<file path="config.mk">
export PLATFORM = sky130hd
export DESIGN_NAME = serial_div
export DESIGN_NICKNAME = d
export VERILOG_FILES = /design/src/rtl/serial_div_pkg.sv /design/src/rtl/div_sign_fix.sv /design/src/rtl/serial_div.sv
export SDC_FILE = /design/constraint.sdc
export NUM_CORES = 1
export LEC_CHECK = 0
export CAP_MARGIN = 10
export CORE_MARGIN = 3
export CORE_UTILIZATION = 45
export CTS_CLUSTER_SIZE = 40
export DETAILED_ROUTE_END_ITERATION = 10
export DONT_BUFFER_PORTS = 1
export GPL_TIMING_DRIVEN = 0
export HOLD_SLACK_MARGIN = 0.02
export RECOVER_POWER = 25
export SETUP_SLACK_MARGIN = 0.4
export SLEW_MARGIN = 0
export SYNTH_ARGS = -nofsm -noshare
export SYNTH_HDL_FRONTEND = slang
export SYNTH_SLANG_ARGS = --single-unit
</file>
<file path="constraint.sdc">
create_clock -name clk -period 1.9 [get_ports clk]
set_clock_uncertainty 0.15 [all_clocks]
set_input_delay 0.38 -clock clk [delete_from_list [all_inputs] [get_ports clk]]
set_output_delay 0.38 -clock clk [all_outputs]
set_load 0.01 [all_outputs]
</file>
<file path="src/rtl/serial_div_pkg.sv">
// Shared types and helpers for the signed bit-serial divider.
// Latency: n/a (declarations only).
// Backpressure: n/a.
package serial_div_pkg;

    typedef enum logic [1:0] {
        IDLE,
        CALC,
        FIX
    } div_state_t;

    // Bits needed for a step counter that must hold values 0..n_bits.
    function automatic int cnt_bits(input int n_bits);
        return $clog2(n_bits + 1);
    endfunction

endpackage

</file>
<file path="src/rtl/div_sign_fix.sv">
// Converts unsigned quotient/remainder magnitudes into signed results and flags.
// Latency: purely combinational, zero cycles.
// Backpressure: none; outputs follow inputs.
//
// Ports:
//   q_mag, r_mag   unsigned magnitudes from the restoring-division core
//   sa, sb         sign bits of the original dividend / divisor
//   b_zero, ovf    divide-by-zero and most-negative/-1 conditions seen at start
//   quotient, remainder, div_by_zero, overflow   signed results and flags
module div_sign_fix #(
    parameter int N_BITS_A = 8,
    parameter int N_BITS_B = 8
) (
    input  logic [N_BITS_A-1:0] q_mag,
    input  logic [N_BITS_B-1:0] r_mag,
    input  logic                sa,
    input  logic                sb,
    input  logic                b_zero,
    input  logic                ovf,
    output logic [N_BITS_A-1:0] quotient,
    output logic [N_BITS_B-1:0] remainder,
    output logic                div_by_zero,
    output logic                overflow
);

    always_comb begin
        quotient    = '0;
        remainder   = '0;
        div_by_zero = b_zero;
        overflow    = ovf & ~b_zero;

        // Divide by zero: the core never subtracts anything, so r_mag ends up
        // holding the low bits of |a|; re-applying the dividend sign gives back
        // a truncated/sign-extended to the remainder width.
        if (!b_zero) begin
            quotient = (sa ^ sb) ? (~q_mag + 1'b1) : q_mag;
        end
        remainder = sa ? (~r_mag + 1'b1) : r_mag;
        // Overflow needs no special case: |q| = 2^(N-1) wraps to the most
        // negative value on truncation, and the remainder is naturally 0.
    end

endmodule

</file>
<file path="src/rtl/serial_div.sv">
// Signed restoring bit-serial divider, truncating toward zero, one step per clock.
// Latency: N_BITS_A+1 edges from the accepting start edge to the data_ready pulse.
// Backpressure: none; start is ignored while busy, results held until the next result.
//
// Ports:
//   clk, reset (async, active-low)
//   a, b, start                       operands and request (sampled when idle)
//   busy, data_ready                  in-flight flag and one-cycle result pulse
//   quotient, remainder, div_by_zero, overflow   registered results
module serial_div
    import serial_div_pkg::*;
#(
    parameter int N_BITS_A = 8,
    parameter int N_BITS_B = 8
) (
    input  logic                clk,
    input  logic                reset,
    input  logic [N_BITS_A-1:0] a,
    input  logic [N_BITS_B-1:0] b,
    input  logic                start,
    output logic                busy,
    output logic                data_ready,
    output logic [N_BITS_A-1:0] quotient,
    output logic [N_BITS_B-1:0] remainder,
    output logic                div_by_zero,
    output logic                overflow
);

    localparam int              CW   = cnt_bits(N_BITS_A);
    localparam logic [CW-1:0]   LAST = CW'(N_BITS_A - 1);

    div_state_t          state;
    logic [CW-1:0]       step_cnt;
    logic                sa;
    logic                sb;
    logic                b_zero;
    logic                ovf;
    logic [N_BITS_A-1:0] dividend_sr;   // |a| shifting out, quotient bits shifting in
    logic [N_BITS_B-1:0] b_mag;
    logic [N_BITS_B:0]   prem;          // partial remainder

    // Operand magnitudes; |most negative| still fits in the unsigned width.
    logic [N_BITS_A-1:0] a_abs;
    logic [N_BITS_B-1:0] b_abs;
    logic                a_is_min;
    logic                b_is_neg1;

    assign a_abs     = a[N_BITS_A-1] ? (~a + 1'b1) : a;
    assign b_abs     = b[N_BITS_B-1] ? (~b + 1'b1) : b;
    assign a_is_min  = (a == {1'b1, {(N_BITS_A-1){1'b0}}});
    assign b_is_neg1 = &b;

    // One restoring step. prem < |b| <= 2^(N_BITS_B-1) always holds between
    // steps, so the shifted value fits in N_BITS_B+1 bits; one extra bit on
    // the trial difference carries its sign.
    logic [N_BITS_B:0]   shifted;
    logic [N_BITS_B+1:0] trial;
    logic                keep;

    assign shifted = {prem[N_BITS_B-1:0], dividend_sr[N_BITS_A-1]};
    assign trial   = {1'b0, shifted} - {2'b00, b_mag};
    assign keep    = ~trial[N_BITS_B+1];

    logic [N_BITS_A-1:0] fix_q;
    logic [N_BITS_B-1:0] fix_r;
    logic                fix_dz;
    logic                fix_ovf;

    div_sign_fix #(
        .N_BITS_A (N_BITS_A),
        .N_BITS_B (N_BITS_B)
    ) u_sign_fix (
        .q_mag       (dividend_sr),
        .r_mag       (prem[N_BITS_B-1:0]),
        .sa          (sa),
        .sb          (sb),
        .b_zero      (b_zero),
        .ovf         (ovf),
        .quotient    (fix_q),
        .remainder   (fix_r),
        .div_by_zero (fix_dz),
        .overflow    (fix_ovf)
    );

    always_ff @(posedge clk or negedge reset) begin
        if (!reset) begin
            state       <= IDLE;
            step_cnt    <= '0;
            sa          <= 1'b0;
            sb          <= 1'b0;
            b_zero      <= 1'b0;
            ovf         <= 1'b0;
            dividend_sr <= '0;
            b_mag       <= '0;
            prem        <= '0;
            busy        <= 1'b0;
            data_ready  <= 1'b0;
            quotient    <= '0;
            remainder   <= '0;
            div_by_zero <= 1'b0;
            overflow    <= 1'b0;
        end else begin
            case (state)
                IDLE: begin
                    data_ready <= 1'b0;
                    if (start) begin
                        sa          <= a[N_BITS_A-1];
                        sb          <= b[N_BITS_B-1];
                        b_zero      <= (b == '0);
                        ovf         <= a_is_min & b_is_neg1;
                        dividend_sr <= a_abs;
                        b_mag       <= b_abs;
                        prem        <= '0;
                        step_cnt    <= '0;
                        busy        <= 1'b1;
                        state       <= CALC;
                    end
                end
                CALC: begin
                    prem        <= keep ? trial[N_BITS_B:0] : shifted;
                    dividend_sr <= {dividend_sr[N_BITS_A-2:0], keep};
                    step_cnt    <= step_cnt + 1'b1;
                    if (step_cnt == LAST) begin
                        state <= FIX;
                    end
                end
                FIX: begin
                    quotient    <= fix_q;
                    remainder   <= fix_r;
                    div_by_zero <= fix_dz;
                    overflow    <= fix_ovf;
                    data_ready  <= 1'b1;
                    busy        <= 1'b0;
                    state       <= IDLE;
                end
                default: begin
                    state <= IDLE;
                    busy  <= 1'b0;
                end
            endcase
        end
    end

endmodule

</file>
==> impl_results.md <==
* Outcome: finished with violations
* Failing checks: hold timing, setup timing
* Post-route cell area at 0.00426 mm²
* Post-synth top area share at 44.0%
* Tightest Hold Check Type: input pin to async pin
* TritonCTS Buffers at 5
* Min Tclk post-route at between 2000 and 2500 ps
* Layout Nets at roughly 410
* Vias in the first global route at 2449
* Worst Setup SP: dividend_sr[7]$_DFFE_PN0P_
* Fin. Hold Viols at 54
* CP max-delay cell: dfrtp_1
* Placed Instances at between 400 and 500
* Via density at approximately 5.6
* Synth area leaders: dfrtp_1 (44%), o21ai_0 (6.0%), ha_1 (5.7%)
* Share of cells above drive strength 1 at 39.8%
* GPL Wtd Cong at 0.868
* CP cell instances: inv_1 > ha_2 > nand2b_1 > a2111oi_4 > buf_4 > nor2_4 > or3_1 > o311ai_1
* Max-slew violations at 0
* Slew at the pin closest to its max-slew limit at 531 ps
* Syn. warnings at 0
* EDFF count, synth at 0
* Adder-cell area share of the yosys netlist at 6.36%
* Vias at 2572
* Peak Freq at 0.477 GHz
* Placeable Area at 0.00649 mm²
* Initial antenna violation count at 0
* Critical path class: register to register
* # H-tree levels at 2
* Post-Route WL at roughly 8000 µm
* WP data required at 1950 ps
* Routed wire per std cell at 17.1 µm
* Setup repair after global routing missed its margin: yes
* Fin cells at 456
* Synth area leader: dfrtp_1
* CTS Sinks at 54
* Gate Count Post-Synth at 330
* Setup ws final at -196 ps
* Syn-to-layout area delta at 38.7%
* Finish-stage setup viols at 7
* Count of unique library cells instantiated by Yosys at 45
* Synthesis-stage register bit count at 54
* Root Buffer: clkbuf_8
* Buffers on Ports at 0
* Placed instance area at 0.00331 mm²
* DPL Wire Length at between 5000 and 6000 µm
* Final antenna-violating net count at 0
* Post-Synth XOR/XNOR Area at 7.99%
* Compound-Gate Fraction of Synth Area at a little under a fifth
* Worst-path fanout max at 5
* Initial core utilization at 47.3%
* Seq/Total Area, Yosys at 44.0%
* Mux cell area share after synthesis at 3.34%
* Max-Cap Viols at 0
* Iteration-0 DRC Markers at 229
* Async SR Flop Fraction at 100%
* Max VDD drop at 660 µV
* Gr usage total at 20.1%
* CTS tree: done
* CTS max path bufs at 2
* Hold slack at -407 ps
* CP peak stage delay at 400 ps
* R2r setup slk at -200 ps
* Leakage Power at 1.86 nW
* # IOs at 39
* Startpoint Class: register
* Arr. time, crit path at 2150 ps
* Worst path bufs/invs at 2
* DRC errors left at 0
* Syn_area_per_cell at approximately 9.3 µm²
* CTS clock-pin slew for the worst setup and hold paths at 110 ps
* Wire length of the first global-routing pass at ~12000 µm
* Pwr/cell area at between 1500 and 2000 mW/mm²
* Family with the most delay on the worst path: simple AND/OR/NAND/NOR gates
* Mapped Area at between 0.003 and 0.004 mm²
* Worst flop-to-flop path startpoint: dividend_sr[7]$_DFFE_PN0P_
* # rows at 29
* # fillers at 501
* Top_reg_cell synth: dfrtp_1
* Worst slew margin at 64.6%
* Die Width at between 80 and 90 µm
* First drt pass iteration count at 4
* Antenna Cells at 0
* Largest net degree at the start of global routing at 55
* Post-synthesis simple-gate area fraction at approximately 16%
* Vert. Die Dim at ~89 µm
* Final period util at 110%
* Worst-Skew Late Latency at 320 ps
* Largest family of logic cells by synthesized area: compound AO/OA/AOI/OAI gates
* Setup crit end kind: register
* Die footprint at 0.00785 mm²
* Grt total ovfl at 0
* Synthesized net count at roughly 360
-- path summary, 6_finish.rpt --
check | to | depth (start not counted)
min reg2reg | b_mag[6]$_DFFE_PN0P_ | 2
max in group asynchronous | prem[6]$_DFFE_PN0P_ | 0
min | step_cnt[3]$_DFFE_PN0P_ | 0
min in group clk | dividend_sr[0]$_DFFE_PN0P_ | 2
max | prem[0]$_DFFE_PN0P_ | 8
max reg2reg | prem[0]$_DFFE_PN0P_ | 8
-- cells in the mapped netlist (all sizes together) (3+ instances only) --
library cell and instances:
a22oi 5, mux2i 8, a31oi 4, nor2 19
inv 22, clkbuf 11, or3 4, nand3 11
xor2 18, dfrtp 54, nand4 3, or4 3
nand2 45, xnor2 10, a22o 5, ha 14
a21oi 9, buf 3, o21ai 38, nand2b 5
nor2b 3, nor3 5, o31ai 9
-- final cells by class --
class	instances	area [µm²]	area share, %
clock buffer	6	82.6	1.94
clock inverter	2	38.8	0.911
timing repair buffer	39	385	9.05
multi-input combinational	242	2040	47.9
tap	77	96.3	2.26
inverter	22	92.6	2.17
sequential	54	1360	32.0
buffer	14	159	3.73
-- kinds of logic (layout without fill, tap and decap cells) --
logic type | count (synthesis) | after routing
mux | 10 | 10
buf+inv | 36 | 83
fa+ha+maj | 15 | 15
simple gates | 102 | 104
flops | 54 | 54
compound gates | 85 | 85
xor+xnor | 28 | 28
-- worst register-to-register path, cell delays in order (launching register included) --
cell and delay, ps:
dfrtp_1 400, inv_1 60, ha_2 190, nand2b_1 210, a2111oi_4 310, buf_4 190
nor2_4 60, or3_1 310, o311ai_1 90
-- layer usage --
layer	GRT usage (%)	routed length (µm)	up-vias
met4	3.98	89	0
met3	3.91	544	8
met2	33.1	3760	83
met1	27.7	3420	1227
li1	-	-	1254
met5	0	0	-
-- power by group --
part / total [W] / switching (W) / internal, W
registers: 0.00236 / 0.000670 / 0.00169
logic: 0.00483 / 0.00237 / 0.00246
clock network: 0.000832 / 0.000398 / 0.000434
total: 0.00802 / 0.00344 / 0.00458
-- through the flow --
step	hold slack [ps]	utilization [%]	power [W]	setup slack, ps	setup TNS, ps
6_report	-407	65.6	0.00802	-196	-749
5_1_grt	-431	65.6	0.00868	-275	-1610
4_1_cts	-416	58.4	0.00701	-196	-642
3_5_place_dp	-64.2	50.9	0.00556	-266	-1660
3_3_place_gp	-64.4	50.9	0.00549	-288	-1460
2_1_floorplan	-65.6	-	0.00486	-42.3	-81.7
-- cell usage in the layout (no fill, tap or decap), types with 7 or more instances in the layout --
cell type | synthesis | routed
clkbuf_8 | 0 | 7
o21ai_1 | 0 | 12
nand3_1 | 11 | 9
dfrtp_2 | 0 | 9
nand2_2 | 0 | 7
o21ai_2 | 1 | 14
xor2_1 | 18 | 18
buf_4 | 1 | 22
o21ai_0 | 37 | 12
nand2_1 | 45 | 33
xnor2_1 | 10 | 8
mux2i_1 | 8 | 8
inv_1 | 22 | 18
dfrtp_1 | 54 | 45
ha_4 | 0 | 7
nor2_1 | 18 | 14
buf_6 | 0 | 18
-- registers in the layout, summed over array words and instances (netlist names), 2 cells and up --
name,flops
b_mag,8
dividend_sr,8
prem,8
quotient,8
remainder,8
step_cnt,4
state,2
-- timing repair --
item / in CTS / in global routing
buffers inserted: 17 / 19
setup endpoints to repair: 48 / 46
pin swaps: 13 / 35
hold endpoints to repair: 54 / 54
cloned: 3 / 2
gates resized for setup: 73 / 91
No activity file was read; power rests on OpenSTA's default activity.
